<file path="src/rtl/softmax_normalizer.sv">
// softmax_normalizer: last stage of the softmax datapath.
//   Buffers one row of exp() values (unsigned Q6.10) and accumulates their sum. It then takes
//   the reciprocal of the sum and streams every buffered element back out multiplied by that
//   reciprocal, in Q6.10.
//   FSM: StAccum (collect a row) -> StRecip (one cycle) -> StNorm (stream out) -> StAccum.
//
// Optional build macro: SOFTMAX_NORM_ROUND_EN
//   When defined, the output product is rounded half-up before the >>10.
//   When undefined, the product is truncated.
//
// Ports:
//   i_clk, i_rst_n     clock, asynchronous active-low reset
//   i_valid/i_data/    input element stream; i_data bit 15 set is treated as zero;
//   i_last/o_ready     o_ready is high only while collecting a row
//   o_valid/o_data/    normalized output stream (Q6.10); o_last marks the row's last element
//   o_last/i_ready
//   o_ovf              one-cycle pulse when a row is cut off at MAX_LEN elements
module softmax_normalizer #(
  parameter int unsigned MAX_LEN = 64,
  parameter int unsigned ACC_W   = 24
) (
  input  logic        i_clk,
  input  logic        i_rst_n,
  input  logic        i_valid,
  input  logic [15:0] i_data,
  input  logic        i_last,
  output logic        o_ready,
  output logic        o_valid,
  output logic [15:0] o_data,
  output logic        o_last,
  input  logic        i_ready,
  output logic        o_ovf
);

  localparam int unsigned AW = (MAX_LEN > 1) ? $clog2(MAX_LEN) : 1;
  localparam int unsigned CW = $clog2(MAX_LEN + 1);
  localparam logic [CW-1:0]    LastIdx   = CW'(MAX_LEN - 1);
  localparam logic [ACC_W-1:0] SumSatThr = ACC_W'(16'h7FFF);

  typedef enum logic [1:0] {StAccum, StRecip, StNorm} state_e;

  // Q6.10 reciprocal: 2^20 / s, clamped to the largest positive Q6.10 value.
  function automatic logic [15:0] reciprocal(input logic [15:0] s);
    logic [20:0] q;
    q = 21'h10_0000 / {5'd0, s};
    return (q > 21'h00_7FFF) ? 16'h7FFF : q[15:0];
  endfunction

  state_e           state_q;
  logic [CW-1:0]    cnt_q, len_q, rd_ptr_q;
  logic [ACC_W-1:0] acc_q, acc_next;
  logic [ACC_W:0]   acc_sum;
  logic [15:0]      recip_q, recip_new, recip_use, sat_sum;
  logic [15:0]      in_data, rd_data, norm_data;
  logic [31:0]      prod, prod_shr;
  logic [AW-1:0]    rd_idx;
  logic             accept, norm_load;
  logic             valid_q, last_q, ovf_q;
  logic [15:0]      data_q;

  // Row buffer; no reset, every entry is written before it is read.
  logic [15:0] row_mem [MAX_LEN];

  always_comb begin
    in_data   = i_data[15] ? 16'h0000 : i_data;
    accept    = i_valid && (state_q == StAccum);
    acc_sum   = {1'b0, acc_q} + {{(ACC_W + 1 - 16){1'b0}}, in_data};
    acc_next  = acc_sum[ACC_W] ? '1 : acc_sum[ACC_W-1:0];
    sat_sum   = (acc_q > SumSatThr) ? 16'h7FFF : acc_q[15:0];
    recip_new = (sat_sum == 16'h0000) ? 16'h7FFF : reciprocal(sat_sum);
    // Element 0 is loaded in the StRecip cycle with the reciprocal that is being registered,
    // so the first output appears two cycles after the last input is accepted.
    recip_use = (state_q == StRecip) ? recip_new : recip_q;
    rd_idx    = (state_q == StRecip) ? '0 : rd_ptr_q[AW-1:0];
    rd_data   = row_mem[rd_idx];
    prod      = {16'h0000, rd_data} * {16'h0000, recip_use};
`ifdef SOFTMAX_NORM_ROUND_EN
    prod_shr  = (prod + 32'h0000_0200) >> 10;
`else
    prod_shr  = prod >> 10;
`endif
    norm_data = (prod_shr > 32'h0000_7FFF) ? 16'h7FFF : prod_shr[15:0];
    norm_load = (state_q == StNorm) && (!valid_q || i_ready) && (rd_ptr_q < len_q);
  end

  always_ff @(posedge i_clk) begin
    if (accept) begin
      row_mem[cnt_q[AW-1:0]] <= in_data;
    end
  end

  always_ff @(posedge i_clk or negedge i_rst_n) begin
    if (!i_rst_n) begin
      state_q  <= StAccum;
      cnt_q    <= '0;
      len_q    <= '0;
      rd_ptr_q <= '0;
      acc_q    <= '0;
      recip_q  <= '0;
      valid_q  <= 1'b0;
      data_q   <= '0;
      last_q   <= 1'b0;
      ovf_q    <= 1'b0;
    end else begin
      ovf_q <= 1'b0;
      unique case (state_q)
        StAccum: begin
          if (accept) begin
            acc_q <= acc_next;
            cnt_q <= cnt_q + CW'(1);
            if (i_last || (cnt_q == LastIdx)) begin
              state_q <= StRecip;
            end
            if (!i_last && (cnt_q == LastIdx)) begin
              ovf_q <= 1'b1;
            end
          end
        end
        StRecip: begin
          recip_q  <= recip_new;
          len_q    <= cnt_q;
          cnt_q    <= '0;
          acc_q    <= '0;
          valid_q  <= 1'b1;
          data_q   <= norm_data;
          last_q   <= (cnt_q == CW'(1));
          rd_ptr_q <= CW'(1);
          state_q  <= StNorm;
        end
        StNorm: begin
          if (norm_load) begin
            valid_q  <= 1'b1;
            data_q   <= norm_data;
            last_q   <= (rd_ptr_q == (len_q - CW'(1)));
            rd_ptr_q <= rd_ptr_q + CW'(1);
          end else if (valid_q && i_ready) begin
            // Last element handed off: row complete.
            valid_q  <= 1'b0;
            last_q   <= 1'b0;
            rd_ptr_q <= '0;
            state_q  <= StAccum;
          end
        end
        default: state_q <= StAccum;
      endcase
    end
  end

  assign o_ready = (state_q == StAccum);
  assign o_valid = valid_q;
  assign o_data  = data_q;
  assign o_last  = last_q;
  assign o_ovf   = ovf_q;

endmodule

</file>
<file path="config.mk">
export PLATFORM = sky130hd
export DESIGN_NAME = softmax_normalizer
export DESIGN_NICKNAME = d
export VERILOG_FILES = /design/src/rtl/softmax_normalizer.sv
export SDC_FILE = /design/constraint.sdc
export NUM_CORES = 2
export LEC_CHECK = 0
export BUFFER_PORTS_ARGS = -buffer_cell sky130_fd_sc_hd__buf_2
export CAP_MARGIN = 30
export CORE_UTILIZATION = 61
export DETAILED_ROUTE_END_ITERATION = 10
export PLACE_DENSITY = 0.77
export SLEW_MARGIN = 15
export SYNTH_ARGS = -nofsm -noshare
export SYNTH_HDL_FRONTEND = slang
export SYNTH_SLANG_ARGS = --single-unit
</file>
<file path="constraint.sdc">
create_clock -name i_clk -period 71.1 [get_ports i_clk]
set_input_delay 14.22 -clock i_clk [delete_from_list [all_inputs] [get_ports i_clk]]
set_output_delay 14.22 -clock i_clk [all_outputs]
set_load 0.005 [all_outputs]
</file>
==> impl_metrics.ini <==
[outcome]
status = finished, final reports clean

[yosys]
ys_ff_latch = 1042
synth_enable_flop_cells = 960
synth_area_leader_cell = edfxtp_1
synth_flop_cell = edfxtp_1
avgSynthCellArea_um2 = 12.5
async_reset_ff_share_pct = 7.87
yosys.cell_types.count = 103
synthCells = 4984
syn_area_um2 = 62100
yosys_warnings = 0
synth.area.top_cells = edfxtp_1, mux4_2, ha_1
yosysSeqAreaShare_pct = 49.7
netlist.area_leader.share_pct = 46.4

[min_path]
hp-class = flip-flop to flip-flop

[timing]
min_period_over_period_pct = 73.2
timing.hold.ws_ns = 0.506
drv_slew = 0
worstMarginPinSlew_ns = 1.01
max_freq_mhz = 19.2
min_period_ns = 52.07
rsz0062_at_grt = false
finClkSkew_ns = 0.0349
tns_ns = 0
setup_violations = 0
final-hold-violation-count = 0
max_slew_margin_pct = 32.1

[floorplan]
coreArea_um2 = 100000
start_util_pct = 61.8
die_w_um = 321
fp-row-count = 116
boundaryPins = 41
fp.dieH_um = 321
dieArea_um2 = 103000

[drt]
ant_nets = 0
post_drt_wl_per_cell_um = 27.1
drt-pass1-iter-count = 6
vias = 43500
viasPerCell = 6.67
wirelength_mm = 177
drtIter0Drc = 5065
drc_errors = 0

[critical_path]
crit_type = flip-flop to flip-flop
cp.arrival_ns = 52.54
slowest_stage = a211oi_2
cp_slowest_stage_delay_ns = 0.82
crit_fanout = 30
setup.worst_path.end_class = flip-flop
critPathLaunchType = flip-flop
required_ns = 71.57

[global_route]
antenna_found_initial = 2
grt_max_degree = 84
overflow = 0
first_global_vias = 43500
track_usage_pct = 34.6
grt_pass1_wl_mm = 267

[cts]
clk_pin_slew_ns = 0.06
clockRootBuffer = clkbuf_16
cts_setup_buffers = 0
ctsHoldBuffers = 0
cts_resized = 0
clock_path_buffers = 3
cts_tree = yes
clock_sinks = 1042
clkLatencyLatePin_ns = 0.69
cts_made_buffers = 100
htree_levels = 3

[cells_and_area]
syn_to_final_growth_pct = 9.71
fin_nets = 5600
drive_gt1_share_pct = 15.2
post-route-cell-area_um2 = 68100

[place]
placed_area_um2 = 64600
hpwl_mm = 115
port_buffers = 40
globalplace.congestion = 0.983

[run]
drv_cap = 0
## metal layers
| layer | wire (µm) | vias to the layer above | global-route usage, % |
|---|---|---|---|
| li1 | - | 18800 | - |
| met1 | 68000 | 21500 | 45.7 |
| met2 | 83800 | 2579 | 56.1 |
| met3 | 16100 | 515 | 5.38 |
| met4 | 9040 | 0 | 17.4 |
| met5 | 0 | - | 0 |
## synth_stat cells, types with 89 or more instances
cell type,n
a211oi_1,135
a21oi_1,247
and2_1,134
clkbuf_1,172
edfxtp_1,960
fa_1,181
ha_1,328
inv_1,319
mux4_2,240
nand2_1,406
nor2_1,368
nor3_1,89
o21ai_0,211
xnor2_1,118
## cell usage in the layout (no fill, tap or decap), drive strengths merged, types with 12 or more instances in the layout
| master | synthesis | layout |
|---|---|---|
| edfxtp | 960 | 960 |
| nand2 | 406 | 406 |
| nor2 | 368 | 368 |
| ha | 328 | 328 |
| inv | 319 | 324 |
| a21oi | 250 | 250 |
| mux4 | 240 | 240 |
| o21ai | 223 | 223 |
| buf | 53 | 203 |
| fa | 181 | 181 |
| a211oi | 139 | 139 |
| and2 | 135 | 135 |
| clkbuf | 172 | 125 |
| xnor2 | 118 | 118 |
| nor3 | 91 | 91 |
| dfrtp | 82 | 82 |
| nor2b | 79 | 79 |
| xor2 | 69 | 69 |
| a21o | 67 | 67 |
| nand3 | 59 | 59 |
| a31oi | 56 | 56 |
| mux2 | 50 | 50 |
| mux2i | 46 | 46 |
| o21a | 44 | 44 |
| clkinv | 1 | 42 |
| nand2b | 38 | 38 |
| o21bai | 37 | 37 |
| nand4 | 34 | 34 |
| a41oi | 32 | 32 |
| or3 | 27 | 27 |
| nor4 | 23 | 23 |
| o211ai | 19 | 19 |
| or2 | 19 | 19 |
| and4 | 15 | 15 |
| or4 | 14 | 14 |
| o31ai | 14 | 14 |
| nor3b | 13 | 13 |
| a211o | 13 | 13 |
| bufinv | 0 | 12 |
## critical path, delay by kind of cell (launching register included)
family,cells,cell delay [ns]
adder cells (fa/ha/maj),24,8.26
multiplexers,2,0.69
AND/OR/NAND/NOR,46,10.75
buffers and inverters,11,1.61
XOR/XNOR,1,0.17
flip-flops,1,0.47
AO/OA/AOI/OAI,118,29.85
## registers in the layout (all words and copies together), names as in the netlist
| name | flops |
|---|---|
| row_mem | 960 |
| acc_q | 24 |
| o_data | 16 |
| recip_q | 16 |
| cnt_q | 7 |
| len_q | 7 |
| rd_ptr_q | 7 |
| state_q | 2 |
| o_last | 1 |
| o_ovf | 1 |
| o_valid | 1 |
## final timing paths
kind                             from     endpoint  slack, ns  cells after the start
max in group asynchronous     i_rst_n  rd_ptr_q[2]      56.34                      2
hold / removal             o_data[15]   o_data[15]       0.51                      1
hold reg to reg            o_data[15]   o_data[15]       0.51                      1
min in group asynchronous     i_rst_n    o_data[9]      13.47                      1
setup / recovery            acc_q[20]    o_data[3]      19.03                    202
setup reg to reg            acc_q[20]    o_data[3]      19.03                    202
## layout make-up
type,count,area (µm²)
Multi-Input combinational cell,3402,29500
Clock inverter,61,649
Antenna cell,6,15.0
Fill cell,7004,32300
Timing Repair Buffer,204,1500
Inverter,320,1200
Sequential cell,1042,30900
Clock buffer,124,2710
Tap cell,1357,1700
## metrics by stage
step	setup slack (ns)	cells	utilization [%]
2_1_floorplan	24.66	4989	-
3_3_place_gp	21.08	6305	64.3
3_5_place_dp	20.09	6315	64.4
4_1_cts	19.83	6500	67.7
5_1_grt	14.65	6511	67.8
6_report	19.03	6516	67.8
## logic make-up after synthesis
logic type | count (synthesis) | share of synthesized area (%)
muxes | 336 | 10.4
adders and majority gates | 509 | 12.4
and+or+nand+nor | 1357 | 10.6
other | 1 | 0.00604
xor gates and xnor gates | 187 | 2.64
AOI/OAI and AO/OA | 1007 | 10.9
buffers and inverters | 545 | 3.34
DFF | 1042 | 49.7
Power is not shown: default switching activity piles up to over one toggle a cycle in this logic, so the estimate is an artifact.
